File: config.mk
export PLATFORM = sky130hd
export DESIGN_NAME = dsp_chain_sched
export DESIGN_NICKNAME = d
export VERILOG_FILES = /design/src/rtl/dsp_pkg.sv /design/src/rtl/dsp_bus_mux.sv /design/src/rtl/dsp_chain_sched.sv
export SDC_FILE = /design/constraint.sdc
export NUM_CORES = 1
export LEC_CHECK = 0
export ABC_AREA = 1
export CAP_MARGIN = 0
export CORE_AREA = 3 3 400 402
export DETAILED_ROUTE_END_ITERATION = 12
export DIE_AREA = 0 0 403 405
export GPL_TIMING_DRIVEN = 0
export SYNTH_ARGS = -nofsm -noshare
export SYNTH_HDL_FRONTEND = slang
export SYNTH_HIERARCHICAL = 1
export SYNTH_SLANG_ARGS = --single-unit
File: constraint.sdc
create_clock -name clk -period 2.1 [get_ports clk]
set_clock_uncertainty 0.2 [all_clocks]
set_input_delay 0.42 -clock clk [delete_from_list [all_inputs] [get_ports clk]]
set_output_delay 0.42 -clock clk [all_outputs]
set_load 0.005 [all_outputs]
File: src/rtl/dsp_pkg.sv
// Shared types and constants for the DSP effect-chain scheduler and its bus mux.
package dsp_pkg;

    localparam int SAMPLE_W       = 32;
    localparam int DIV_W          = 48;
    localparam int SAMPLE_RATE_HZ = 48000;

    typedef enum logic [1:0] {
        ST_IDLE,
        ST_GAP,
        ST_RUN,
        ST_DONE
    } state_e;

endpackage

File: src/rtl/dsp_bus_mux.sv
// N-way mux of the shared multiplier/divider operands; drives zero unless a client holds the grant.
module dsp_bus_mux
    import dsp_pkg::*;
#(
    parameter int N_CLIENTS = 4,
    parameter int IDXW      = 3
) (
    input  logic                          grant_i,
    input  logic [IDXW-1:0]               idx_i,
    input  logic [N_CLIENTS*SAMPLE_W-1:0] mult_a_i,
    input  logic [N_CLIENTS*SAMPLE_W-1:0] mult_b_i,
    input  logic [N_CLIENTS*DIV_W-1:0]    div_n_i,
    input  logic [N_CLIENTS*DIV_W-1:0]    div_d_i,
    output logic [SAMPLE_W-1:0]           mult_a_o,
    output logic [SAMPLE_W-1:0]           mult_b_o,
    output logic [DIV_W-1:0]              div_n_o,
    output logic [DIV_W-1:0]              div_d_o
);

    always_comb begin
        // NOTE: every output gets a default first so no path through this block infers a latch.
        mult_a_o = '0;
        mult_b_o = '0;
        div_n_o  = '0;
        div_d_o  = '0;
        if (grant_i && int'(idx_i) < N_CLIENTS) begin
            mult_a_o = mult_a_i[int'(idx_i)*SAMPLE_W +: SAMPLE_W];
            mult_b_o = mult_b_i[int'(idx_i)*SAMPLE_W +: SAMPLE_W];
            div_n_o  = div_n_i[int'(idx_i)*DIV_W +: DIV_W];
            div_d_o  = div_d_i[int'(idx_i)*DIV_W +: DIV_W];
        end
    end

endmodule

File: src/rtl/dsp_chain_sched.sv
// Runs one sample through a chain of DSP clients, granting the shared mult/div bus to one client at a time.
module dsp_chain_sched
    import dsp_pkg::*;
#(
    parameter int N_CLIENTS = 4,
    parameter int TIMEOUT   = 4000,
    parameter int IDXW      = 3
) (
    input  logic                          clk,
    input  logic                          rst_n,
    input  logic                          sample_tick,
    input  logic [SAMPLE_W-1:0]           x_in,
    input  logic [N_CLIENTS-1:0]          enable,
    output logic [SAMPLE_W-1:0]           y_out,
    output logic                          y_valid,
    output logic                          busy,
    output logic                          overrun,
    output logic                          fault,
    output logic [N_CLIENTS-1:0]          client_start,
    input  logic [N_CLIENTS-1:0]          client_finish,
    output logic [SAMPLE_W-1:0]           client_x,
    input  logic [N_CLIENTS*SAMPLE_W-1:0] client_y,
    input  logic [N_CLIENTS*SAMPLE_W-1:0] client_mult_a,
    input  logic [N_CLIENTS*SAMPLE_W-1:0] client_mult_b,
    input  logic [N_CLIENTS*DIV_W-1:0]    client_div_n,
    input  logic [N_CLIENTS*DIV_W-1:0]    client_div_d,
    output logic [SAMPLE_W-1:0]           mult_a,
    output logic [SAMPLE_W-1:0]           mult_b,
    output logic [DIV_W-1:0]              div_n,
    output logic [DIV_W-1:0]              div_d
);

    localparam int WDW = $clog2(TIMEOUT) + 1;

    // One extra index bit so idx can step one past the last client and signal the end of the chain.
    state_e               state_q, state_d;
    logic [IDXW:0]        idx_q, idx_d;
    logic [IDXW-1:0]      idx_lo;
    logic [WDW-1:0]       wd_q, wd_d;
    logic [SAMPLE_W-1:0]  chain_q, chain_d;
    logic [SAMPLE_W-1:0]  y_out_q, y_out_d;
    logic                 overrun_q, overrun_d;
    logic                 fault_q, fault_d;

    assign idx_lo = idx_q[IDXW-1:0];

    always_ff @(posedge clk or negedge rst_n) begin
        if (!rst_n) begin
            state_q   <= ST_IDLE;
            idx_q     <= '0;
            wd_q      <= '0;
            chain_q   <= '0;
            y_out_q   <= '0;
            overrun_q <= 1'b0;
            fault_q   <= 1'b0;
        end else begin
            // NOTE: state registers use non-blocking assignments so every flop samples pre-edge values.
            state_q   <= state_d;
            idx_q     <= idx_d;
            wd_q      <= wd_d;
            chain_q   <= chain_d;
            y_out_q   <= y_out_d;
            overrun_q <= overrun_d;
            fault_q   <= fault_d;
        end
    end

    always_comb begin
        state_d   = state_q;
        idx_d     = idx_q;
        wd_d      = wd_q;
        chain_d   = chain_q;
        y_out_d   = y_out_q;
        overrun_d = overrun_q;
        fault_d   = fault_q;

        if (sample_tick && state_q != ST_IDLE) begin
            overrun_d = 1'b1;
        end

        case (state_q)
            ST_IDLE: begin
                if (sample_tick) begin
                    chain_d = x_in;
                    idx_d   = '0;
                    state_d = ST_GAP;
                end
            end
            ST_GAP: begin
                if (int'(idx_q) >= N_CLIENTS) begin
                    y_out_d = chain_q;
                    state_d = ST_DONE;
                end else if (!enable[idx_lo]) begin
                    idx_d = idx_q + (IDXW+1)'(1);
                end else begin
                    wd_d    = '0;
                    state_d = ST_RUN;
                end
            end
            ST_RUN: begin
                // A finish on the expiry cycle still counts as a normal completion.
                if (client_finish[idx_lo]) begin
                    chain_d = client_y[int'(idx_lo)*SAMPLE_W +: SAMPLE_W];
                    idx_d   = idx_q + (IDXW+1)'(1);
                    state_d = ST_GAP;
                end else if (wd_q == WDW'(TIMEOUT - 1)) begin
                    fault_d = 1'b1;
                    idx_d   = idx_q + (IDXW+1)'(1);
                    state_d = ST_GAP;
                end else begin
                    wd_d = wd_q + WDW'(1);
                end
            end
            ST_DONE: begin
                state_d = ST_IDLE;
            end
            default: begin
                state_d = ST_IDLE;
            end
        endcase
    end

    assign y_out        = y_out_q;
    assign y_valid      = (state_q == ST_DONE);
    assign busy         = (state_q != ST_IDLE);
    assign overrun      = overrun_q;
    assign fault        = fault_q;
    assign client_x     = chain_q;
    assign client_start = (state_q == ST_RUN) ? (N_CLIENTS'(1) << idx_lo) : '0;

    dsp_bus_mux #(
        .N_CLIENTS (N_CLIENTS),
        .IDXW      (IDXW)
    ) u_bus_mux (
        .grant_i  (state_q == ST_RUN),
        .idx_i    (idx_lo),
        .mult_a_i (client_mult_a),
        .mult_b_i (client_mult_b),
        .div_n_i  (client_div_n),
        .div_d_i  (client_div_d),
        .mult_a_o (mult_a),
        .mult_b_o (mult_b),
        .div_n_o  (div_n),
        .div_d_o  (div_d)
    );

endmodule

# == Yosys cells after proc, flatten, opt, wreduce, memory -nomap -nowiden ==
# Index checks and enable logic that the tools add are counted.
# classes
order_cmp,3
bitwise,1
reduce_logical,13
n_eq_ne,13
shifts,6
multipliers,1
add_sub_neg,2
muxes,29
# op_table
operator,count
$shiftx 128x9->32,3
$shiftx 192x32->48,2
$mux 32,4
$mux 48,2
$pmux 32 s2,1
$mux 13,4
$pmux 13 s2,1
$mux 4,6
$ne 2x2->1 const B,7
$add 13x1->13 const B,1
$eq 13x12->1 const B,1
$pmux 4 s3,1
$mux 2,5
$reduce_and 5->1,2
$reduce_and 3->1,3
$pmux 2 s4,1
$lt 3x3->1 const B,2
$ne 3x3->1 const B,2
$reduce_bool 2->1,3
$mul 3x2->5 const B,1
$add 4x1->4 const B,1
$bmux 1 s2,2
$eq 2x2->1 const B,2
$ge 4x3->1 const B,1
other kinds (8),10
# totals
wordCells,75
in_bits,811
ff_bits,85

# == Depth between registers and ports, before layout ==
# Gate-level depths: netlist of the first run.
# logic_depth
word_depth,5
depth_mapped,11
ltp_nobuf,10

# == Modules after synthesis ==
# Netlist of the first run, hierarchy kept.
# modules_own_cells
module,area_each_um2,n_inst,seq_area_each_um2,cells_per_inst
dsp_bus_mux,7858.8,1,0.0,1887
dsp_chain_sched,5375.2,1,2127.0,808

# == Least setup slack after synthesis of the first run ==
# Ideal clock, no wire load.
# synth_path
kind,register -> output
from,reg state_q[0]
to,out div_n[10]
path_stages_with_launch,7
slack_ps,168
required_ps,1480
arrival_ps,1312
cell_sequence,dfrtp_1 > inv_1 > ha_1 > nand2_1 > buf_2 > buf_1 > a21oi_1
# synth_between
elab_chain_cells,3
# synth_rtl
item,line_no,rtl
"start, declared",dsp_chain_sched.sv:36,"state_e state_q, state_d;"
"start signal, assigned",dsp_chain_sched.sv:58,state_q <= state_d;
$eq 2x2->1,dsp_chain_sched.sv:135,".grant_i (state_q == ST_RUN),"
$logic_and 1x1->1,dsp_bus_mux.sv:26,if (grant_i && int'(idx_i) < N_CLIENTS) begin
$mux 48,dsp_bus_mux.sv:26,
"end, declared",dsp_chain_sched.sv:29,"output logic [DIV_W-1:0] div_n,"
# Every way passes these cells.

# == Worst setup path after layout of the first run ==
# layout_path
from,reg idx_q[0]
to,out mult_a[25]
# layout_between
elab_chain_cells,3
word_cells_on_any_way,4
classes_between,1 x order compare; 1 x shift; 1 x mux; 1 x reduce/logical
# layout_rtl
item,line_no,rtl
"start, declared",dsp_chain_sched.sv:37,"logic [IDXW:0] idx_q, idx_d;"
"start signal, assigned",dsp_chain_sched.sv:59,idx_q <= idx_d;
branches (longest 2 deep; another with $shiftx 128x9->32),-,
$mux 32 (*),dsp_bus_mux.sv:26,
"end, declared",dsp_chain_sched.sv:27,"output logic [SAMPLE_W-1:0] mult_a,"
# Mark *: on every way between the ends.

==> run_results.csv, run 1 <==
group,metric,value,unit
outcome,status,"complete, but fails checks",
clock_tree,cts_tree,"built",
final_layout,layout_common_cells,"nand2_1, clkdlybuf4s50_1, inv_1",
synthesis,synth_nets,3516,
outcome,violations,"negative setup slack",
die,die-width,403,um
clock_tree,cts_buffers,9,
routing,firstDrtPassIters,5,
synthesis,yosysSeqAreaShare,0.1607,
routing,wl,134300,um
timing,post-route-period-util,1.331,
routing,drtIter0Drc,1661,
synthesis,async_reset_ff_frac,1.000,
worst_setup_path,cp.arrival,2.18,ns
clock_tree,root_buffer,"clkbuf_16",
die,rows,145,
timing,relSlewSlack,0.5208,
die,core_area,156400,sq um
die,die_height,405,um
grt,grt_max_degree,55,
worst_hold_path,min_path_type,"reg2reg",
clock_tree,path_clk_slew,0.07,ns
synthesis,synth.avg_cell_area,4.911,sq um
placement,dp_cells,5796,
synthesis,synth_seq_cells,85,
power_and_ir_drop,power_switching_share,0.5490,
placement,io_buffers,1042,
timing,tightestPinTransition,0.7188,ns
synthesis,syn_area,13230,sq um
power_and_ir_drop,p_leak,14.39,nW
final_layout,multiInputGateArea,8846,sq um
die,start_util,0.08462,
die,die_area,163200,sq um
worst_setup_path,ff2ff_path_depth,9,
synthesis,yosysUniqueCellTypes,35,
final_layout,final_common_cell,"nand2_1",
placement,place_congestion,1.044,
final_layout,area_delta_synth_final,120.0,%
synthesis,yosys_warnings,6,
worst_setup_path,worstSetupStartpointType,"flop",
clock_tree,clk_latency,0.36,ns
routing,drtAntennaViolNets,0,
grt,grt_pass1_wl,173300,um
grt,grtUsageTotal,0.1540,
grt,overflow,0,
synthesis,synthCells,2695,
final_layout,fillCellCount,18060,
worst_setup_path,crit_fanout,10,
job,cap_violations,0,
synthesis,synth-edff-count,0,
clock_tree,ctsHtreeMaxLevel,3,
power_and_ir_drop,power.share.sequential,0.093,
routing,num_vias,21440,
timing,setup_ws,-0.6953,ns
grt,antenna_found_initial,40,
power_and_ir_drop,power.share.clock,0.067,
placement,place_ws,-2.508,ns
timing,setup_viol,246,
routing,detail_route.wl_per_cell,22.88,um
clock_tree,cts.path.max_buffers,2,
power_and_ir_drop,powerDensity,963.4,nW/um^2
power_and_ir_drop,p_int,0.01265,W
timing,period_minus_slack,2.795,ns
final_layout,fin_nets,4609,
power_and_ir_drop,combPwrFrac,0.839,
timing,finalHoldViolCount,0,
grt,first_global_vias,20910,
routing,drc_errors,0,
power_and_ir_drop,switchingPower,0.01540,W
routing,via_per_inst,3.653,
worst_setup_path,criticalPathCategory,"reg2out",
final_layout,drive_above_1_share,0.1600,
timing,slew_viol_final,0,
power_and_ir_drop,ir_drop,600.9,uV
final_layout,fin_util,0.1861,
timing,max_freq,357.7,MHz
placement,dp_hpwl,113100,um
timing,rsz0062_at_grt,"yes",
die,io_pins,1043,
worst_setup_path,end_kind,"primary output",
final_layout,regArea,2130,sq um
clock_tree,cts.sinks,85,
worst_hold_path,holdPathStages,1,
synthesis,synth_top_flop_cell,"dfrtp_1",
final_layout,fin_cells,5869,
worst_setup_path,cp.required,1.48,ns
power_and_ir_drop,power,0.02804,W
metal layers:
| metal | wire length, um | share of wire | track usage |
|---|---|---|---|
| met3 | 7733 | 0.058 | 0.02233 |
| met5 | 78 | 0.00058 | 0 |
| met2 | 66950 | 0.50 | 0.2768 |
| met4 | 4261 | 0.032 | 0.04273 |
| met1 | 55260 | 0.41 | 0.1900 |
what timing repair did:
| action | in CTS | in global routing |
|---|---|---|
| pin swaps | 55 | 66 |
| hold buffers | 1 | 0 |
| gates cloned | 7 | 2 |
| endpoints found under the setup margin | 248 | 249 |
| buffers inserted | 27 | 3 |
| resized for setup | 1051 | 350 |
| endpoints found under the hold margin | 31 | 0 |
state kept, by name, indices dropped and copies added, names as in the netlist:
name and flops:
idx_q 4, wd_q 13, fault 1, y_out 32
overrun 1, state_q 2, client_x 32
worst max-delay path, cell delays in order, from the launching register on:
cell and delay [ns]:
dfrtp_2 0.45, buf_12 0.17, buf_12 0.19, buf_12 0.19, nand2_1 0.12, nand3_4 0.15
a21oi_4 0.30, buf_2 0.18
path summary, 6_finish.rpt:
check,start,end,slack (ns)
worst max-delay path,idx_q[0]$_DFFE_PN0P_,mult_a[25],-0.70
worst min-delay path,overrun$_DFFE_PN0P_,overrun$_DFFE_PN0P_,0.26
worst max register to register,state_q[1]$_DFFE_PN0P_,client_x[17]$_DFFE_PN0P_,-0.32
worst min register to register,overrun$_DFFE_PN0P_,overrun$_DFFE_PN0P_,0.26
max in group asynchronous,rst_n,idx_q[0]$_DFFE_PN0P_,0.67
min in group asynchronous,rst_n,client_x[26]$_DFFE_PN0P_,0.36
synthesized netlist by cell type, types with 2 or more instances:
| cell type | n | share of area |
|---|---|---|
| a21boi_0 | 9 | 0.0051 |
| a21boi_1 | 2 | 0.0011 |
| a21oi_1 | 162 | 0.061 |
| buf_1 | 7 | 0.0020 |
| buf_2 | 98 | 0.037 |
| buf_4 | 16 | 0.0091 |
| buf_6 | 11 | 0.0094 |
| clkbuf_1 | 36 | 0.010 |
| dfrtp_1 | 85 | 0.16 |
| ha_1 | 10 | 0.0095 |
| inv_1 | 683 | 0.19 |
| inv_2 | 7 | 0.0020 |
| nand2_1 | 923 | 0.26 |
| nand2_2 | 4 | 0.0019 |
| nand3_1 | 343 | 0.13 |
| nand3_2 | 3 | 0.0023 |
| nand4_1 | 5 | 0.0024 |
| nor2_1 | 150 | 0.043 |
| nor2_2 | 4 | 0.0019 |
| nor3b_1 | 2 | 0.0011 |
| o21ai_0 | 109 | 0.041 |
| o21ai_1 | 11 | 0.0042 |
| xnor2_1 | 2 | 0.0013 |
| xor2_1 | 2 | 0.0013 |
through the flow:
step / hold WS [ns] / cell area [sq um] / setup TNS (ns)
after floorplan: -0.07559 / 13230 / 0
after global placement: 0.2417 / 26240 / -584.57
after detailed placement: 0.2064 / 26270 / -265.42
after CTS: 0.2593 / 28360 / -125.35
after global routing: 0.2789 / 29090 / -128.60
final: 0.2579 / 29110 / -100.69
kinds of logic after synthesis:
| kind of cell | Yosys count | share of synthesized area |
|---|---|---|
| xor+xnor | 4 | 0.002648 |
| flops | 85 | 0.1607 |
| compound gates | 297 | 0.1160 |
| fa+ha+maj | 10 | 0.009454 |
| simple gates | 1439 | 0.4469 |
| buf+inv | 860 | 0.2643 |
power groups by stage:
stage	logic (W)	registers [W]	clock network, W
floorplan	0.00839	0.00261	0
global placement	0.0199	0.00261	0
detailed placement	0.0200	0.00263	0
CTS	0.0228	0.00261	0.00196
global route	0.0252	0.00269	0.00202
finish	0.0235	0.00261	0.00189
area by class of cell:
cell class,count,share of cell area
flip-flops and latches,85,0.07316
plain buffers,168,0.05708
well taps,2058,0.08846
clock buffers,10,0.008210
multi-input cells,1750,0.3039
inverters,691,0.09117
repair buffers,1083,0.3731
clock inverters,6,0.003439
diodes,18,0.001547
Note: power is estimated with default switching activity, not from simulation.
==> inputs of run 2 (changes only) <==
CORE_AREA = 3 3 406 408   (was 3 3 400 402)
DIE_AREA = 0 0 409 411   (was 0 0 403 405)
DONT_BUFFER_PORTS = 1   (was unset)
GPL_TIMING_DRIVEN = unset   (was 0)
==> run 2 against run 1 <==
Against the previous run: the run ends with negative hold slack, negative setup slack left; wire length down 15%; total power down 11%; register-to-register slack better by 0.05 ns; setup slack better by 0.15 ns; count of clock-buffer cells in the layout unchanged; non-clock buffer count down 897; sequential share of layout area up 2.8 points; first-iteration DRC count up 2.8%.
==> run_results.csv, run 2 (synthesis gave the netlist of run 1 again) <==
group,metric,value,unit
outcome,status,"complete, but fails checks",
outcome,violations,"negative hold slack, negative setup slack",
timing,hold_ws,-0.4537,ns
die,die_area,168100,sq um
timing,period_minus_slack,2.648,ns
job,cap_violations,0,
power_and_ir_drop,switchingPower,0.01391,W
die,core_area,162000,sq um
routing,wl,114700,um
placement,dp_cells,5013,
timing,setup_viol,206,
clock_tree,cts.path.max_buffers,2,
worst_setup_path,ff2ff_path_depth,7,
placement,io_buffers,0,
routing,detail_route.wl_per_cell,22.56,um
grt,grtUsageTotal,0.1250,
worst_setup_path,rr_startpoint,"idx_q[0]$_DFFE_PN0P_",
clock_tree,cts_tree,"built",
routing,firstDrtPassIters,5,
clock_tree,clk_latency,0.36,ns
routing,via_per_inst,3.488,
final_layout,fin_nets,3712,
routing,num_vias,17740,
worst_setup_path,crit_top_cell,"buf_4",
die,die-width,409,um
worst_setup_path,worstPathCellList,"buf_12 -> buf_4 -> nand2_1 -> nand3_4 -> a21oi_4 -> buf_4",
worst_setup_path,criticalPathCategory,"reg2out",
final_layout,drive_above_1_share,0.2307,
clock_tree,ctsHtreeMaxLevel,3,
timing,relSlewSlack,0.5609,
clock_tree,root_buffer,"clkbuf_16",
worst_setup_path,rrSetupSlack,-0.27,ns
timing,post-route-period-util,1.261,
clock_tree,postCtsHoldBufs,1,
power_and_ir_drop,power.share.clock,0.060,
final_layout,area_delta_synth_final,59.36,%
die,die_height,411,um
grt,first_global_vias,16290,
placement,place_congestion,1.024,
timing,setup_ws,-0.5479,ns
worst_setup_path,reg2reg_to,"client_x[3]$_DFFE_PN0P_",
worst_setup_path,worstSetupStartpointType,"flop",
worst_setup_path,crit_path_max_incr_delay,0.54,ns
die,rows,148,
routing,drc_errors,0,
final_layout,layout_common_cells,"nand2_1, inv_1, nand3_1",
timing,rsz0062_at_grt,"yes",
power_and_ir_drop,ir_drop,422.2,uV
grt,overflow,0,
power_and_ir_drop,p_leak,11.18,nW
final_layout,fin_util,0.1302,
final_layout,multiInputGateArea,9145,sq um
timing,tns,-71.34,ns
grt,antenna_found_initial,38,
worst_hold_path,min_path_type,"in2async",
worst_setup_path,cp.required,1.48,ns
worst_setup_path,cp.arrival,2.03,ns
die,start_util,0.08168,
timing,tightestPinTransition,0.6517,ns
placement,dp_hpwl,96380,um
final_layout,fillCellCount,19120,
grt,grt_pass1_wl,143100,um
clock_tree,path_clk_slew,0.07,ns
clock_tree,cts_buffers,9,
routing,drtAntennaViolNets,0,
worst_setup_path,crit_fanout,22,
die,io_pins,1043,
clock_tree,cts.sinks,85,
timing,finalHoldViolCount,85,
final_layout,final_common_cell,"nand2_1",
worst_setup_path,end_kind,"primary output",
final_layout,regArea,2135,sq um
power_and_ir_drop,power.share.sequential,0.123,
grt,grt_max_degree,86,
worst_setup_path,cpMaxStageDelayCell,"dfrtp_4",
power_and_ir_drop,combPwrFrac,0.818,
power_and_ir_drop,powerDensity,1187,nW/um^2
timing,slew_viol_final,0,
routing,drtIter0Drc,1707,
power_and_ir_drop,power_switching_share,0.5553,
final_layout,fin_cells,5085,
power_and_ir_drop,p_int,0.01114,W
timing,max_freq,377.7,MHz
==> run 2: cell types whose count changed in the layout (fill, tap and decap cells not counted), moves of 16 or more <==
cell / delta
nand3_1: -52
clkdlybuf4s50_1: -877
buf_4: +90
clkbuf_2: -16
nand3_2: +43
buf_2: -65
buf_12: +27
==> run 2: worst max-delay path, delay by kind of cell, from the launching register on <==
kind            cells  cell delay [ns]
compound gates      1             0.25
buf+inv             3             0.60
flops               1             0.54
simple gates        2             0.25
==> run 2: worst max-delay path by stage <==
| stage | from | to | slack [ns] | depth (start not counted) |
|---|---|---|---|---|
| floorplan | state_q[0]$_DFFE_PN0P_ | div_n[10] | 0.17 | 6 |
| global placement | idx_q[0]$_DFFE_PN0P_ | div_d[3] | -0.51 | 6 |
| detailed placement | idx_q[0]$_DFFE_PN0P_ | div_d[3] | -0.53 | 6 |
| CTS | idx_q[0]$_DFFE_PN0P_ | div_n[44] | -0.58 | 7 |
| global route | idx_q[1]$_DFFE_PN0P_ | div_n[22] | -0.60 | 7 |
| finish | idx_q[0]$_DFFE_PN0P_ | div_d[3] | -0.55 | 6 |
==> run 2: per-layer routing <==
metal | track usage | vias up | part of all wire
met3 | 0.03496 | 179 | 0.080
li1 | - | 8348 | -
met1 | 0.1503 | 8198 | 0.40
met4 | 0.04902 | 16 | 0.043
met2 | 0.2098 | 994 | 0.48
met5 | 0 | - | 0.00094
==> run 2: final cells by class <==
cell class	instances	area share
Tap cell	2175	0.1290
Clock inverter	5	0.001721
Multi-Input combinational cell	1750	0.4336
Clock buffer	10	0.01086
Timing Repair Buffer	354	0.1974
Inverter	691	0.1243
Sequential cell	85	0.1012
Antenna cell	15	0.001780
==> run 2: timing repair <==
item                                    in CTS  in global routing
buffers inserted                            10                 14
cloned                                      10                 10
pin swaps                                   42                 86
endpoints found under the hold margin       86                 85
endpoints found under the setup margin     194                227
gates resized for setup                    267                205
==> run 2: per-stage QoR <==
step | total power (W) | setup WS [ns] | area (sq um)
floorplan | 0.01100 | 0.1676 | 13230
global placement | 0.01981 | -0.5073 | 17910
detailed placement | 0.01974 | -0.5294 | 17910
CTS | 0.02378 | -0.5845 | 19760
global route | 0.02696 | -0.5987 | 21070
finish | 0.02504 | -0.5479 | 21090
==> run 2: power by group through the flow <==
stage / registers, W / logic (W) / clock network [W]
after floorplan: 0.00261 / 0.00839 / 0
after global routing: 0.00314 / 0.0222 / 0.00163
after CTS: 0.00312 / 0.0191 / 0.00157
after global placement: 0.00313 / 0.0167 / 0
final: 0.00307 / 0.0205 / 0.00150
after detailed placement: 0.00314 / 0.0166 / 0
==> inputs of run 3 (changes only) <==
MAX_ROUTING_LAYER = met4   (was unset)
==> run 3 against run 2 <==
Against the previous run: the flow still finishes with violations (negative hold slack, negative setup slack); sequential share of layout area barely moved; fmax down 0.26%; die area unchanged; core utilization is essentially flat; critical path type unchanged; largest power group unchanged.
==> run_results.csv, run 3 (synthesis gave the netlist of run 1 again) <==
group,metric,value,unit
outcome,status,"complete, but fails checks",
outcome,violations,"negative hold slack, negative setup slack",
placement,dpl_cell_area,17730,sq um
final_layout,multiInputGateArea,9283,sq um
die,rows,148,
clock_tree,cts.path.max_buffers,2,
timing,period_minus_slack,2.655,ns
clock_tree,postCtsHoldBufs,1,
final_layout,drive_above_1_share,0.2402,
worst_setup_path,rrSetupSlack,-0.34,ns
worst_setup_path,reg2reg_to,"client_x[3]$_DFFE_PN0P_",
die,io_pins,1043,
final_layout,layout_common_cells,"nand2_1, inv_1, nand3_1",
power_and_ir_drop,combPwrFrac,0.811,
power_and_ir_drop,p_int,0.01119,W
timing,finalHoldViolCount,85,
timing,setup_ws,-0.5548,ns
power_and_ir_drop,p_leak,11.11,nW
clock_tree,cts_tree,"built",
die,die_area,168100,sq um
grt,grt_pass1_wl,141400,um
clock_tree,root_buffer,"clkbuf_16",
timing,tightestPinTransition,0.6512,ns
placement,io_buffers,0,
die,die_height,411,um
routing,wl,113400,um
timing,slew_viol_final,0,
power_and_ir_drop,power.share.clock,0.068,
grt,first_global_vias,16340,
timing,rsz0062_at_grt,"yes",
final_layout,area_delta_synth_final,59.88,%
final_layout,regArea,2135,sq um
routing,firstDrtPassIters,5,
timing,relSlewSlack,0.5613,
power_and_ir_drop,ir_drop,523.3,uV
final_layout,final_common_cell,"nand2_1",
placement,place_congestion,1.049,
worst_setup_path,rr_startpoint,"idx_q[0]$_DFFE_PN0P_",
routing,via_per_inst,3.492,
placement,dp_hpwl,95910,um
worst_setup_path,criticalPathCategory,"reg2out",
worst_setup_path,cp.arrival,2.03,ns
routing,detail_route.wl_per_cell,22.31,um
final_layout,design_area,21160,sq um
grt,grt_max_degree,86,
worst_setup_path,end_kind,"primary output",
grt,grtUsageTotal,0.1257,
die,core_area,162000,sq um
worst_setup_path,worstSetupStartpointType,"flop",
clock_tree,path_clk_slew,0.07,ns
job,cap_violations,0,
power_and_ir_drop,powerDensity,1192,nW/um^2
grt,antenna_found_initial,46,
timing,setup_viol,215,
grt,overflow,0,
final_layout,fillCellCount,19040,
power_and_ir_drop,power_switching_share,0.5563,
die,start_util,0.08168,
clock_tree,ctsHtreeMaxLevel,3,
routing,drtIter0Drc,1417,
timing,max_freq,376.7,MHz
die,die-width,409,um
routing,num_vias,17750,
power_and_ir_drop,switchingPower,0.01403,W
power_and_ir_drop,power.share.sequential,0.122,
final_layout,fin_util,0.1306,
routing,drc_errors,0,
clock_tree,clk_latency,0.36,ns
timing,hold_ws,-0.4505,ns
clock_tree,cts_buffers,9,
routing,drtAntennaViolNets,0,
worst_setup_path,crit_fanout,15,
timing,post-route-period-util,1.264,
worst_setup_path,cp.required,1.48,ns
worst_hold_path,min_path_type,"in2async",
clock_tree,cts.sinks,85,
worst_setup_path,ff2ff_path_depth,8,
final_layout,fin_nets,3705,
[run 3: metal layers]
| metal | vias to the layer above | wire length [um] | part of all wire | global-route usage |
|---|---|---|---|---|
| li1 | 8340 | - | - | - |
| met1 | 8278 | 45860 | 0.40 | 0.1497 |
| met2 | 968 | 53870 | 0.47 | 0.2081 |
| met3 | 167 | 9511 | 0.084 | 0.03282 |
| met4 | 0 | 4207 | 0.037 | 0.03612 |
| met5 | - | 0 | 0 | - |
[run 3: metrics by stage]
step	power, W	setup WS (ns)	hold slack [ns]	setup TNS, ns	instances
global route	0.02716	-0.6261	-0.4769	-96.95	5083
global placement	0.01957	-0.4108	-0.07195	-18.33	4994
detailed placement	0.01951	-0.3925	-0.07142	-20.49	4994
finish	0.02521	-0.5548	-0.4505	-78.18	5084
CTS	0.02310	-0.6000	-0.4785	-84.13	5030
floorplan	0.01100	0.1676	-0.07559	0	2695
[run 3: critical path, stage by stage, from the launching register on]
cell and delay (ns):
dfrtp_4 0.57, buf_16 0.20, buf_6 0.20, nand2_1 0.07, nand3_1 0.09, a21oi_2 0.21
buf_4 0.14, buf_4 0.13
[run 3: repair_timing]
item                                    4_1_cts  5_1_grt
endpoints found under the setup margin      204      215
gates cloned                                  4       11
gates resized for setup                     240      294
buffers inserted                             15       23
hold endpoints to repair                     86       85
pin swaps                                    27       98
[run 3: final cells by class]
| cell class | instances | share of cell area |
|---|---|---|
| repair buffers | 347 | 0.1904 |
| multi-input cells | 1750 | 0.4387 |
| diodes | 20 | 0.002365 |
| flip-flops and latches | 85 | 0.1009 |
| well taps | 2175 | 0.1286 |
| inverters | 691 | 0.1248 |
| clock buffers | 11 | 0.01147 |
| clock inverters | 5 | 0.002779 |
[run 3: how the worst max path moves through the flow]
stage / from / to / cells past startpoint
final: idx_q[0]$_DFFE_PN0P_ / div_n[10] / 7
after global routing: idx_q[0]$_DFFE_PN0P_ / mult_a[30] / 7
after CTS: idx_q[0]$_DFFE_PN0P_ / div_d[3] / 7
after detailed placement: idx_q[0]$_DFFE_PN0P_ / div_d[3] / 7
after global placement: idx_q[0]$_DFFE_PN0P_ / div_d[3] / 7
after floorplan: state_q[0]$_DFFE_PN0P_ / div_n[10] / 6
[run 3: power groups by stage]
stage / clock network [W] / registers, W / logic, W
detailed placement: 0 / 0.00313 / 0.0164
global route: 0.00183 / 0.00316 / 0.0222
global placement: 0 / 0.00312 / 0.0165
finish: 0.00170 / 0.00307 / 0.0204
CTS: 0.00178 / 0.00311 / 0.0182
floorplan: 0 / 0.00261 / 0.00839
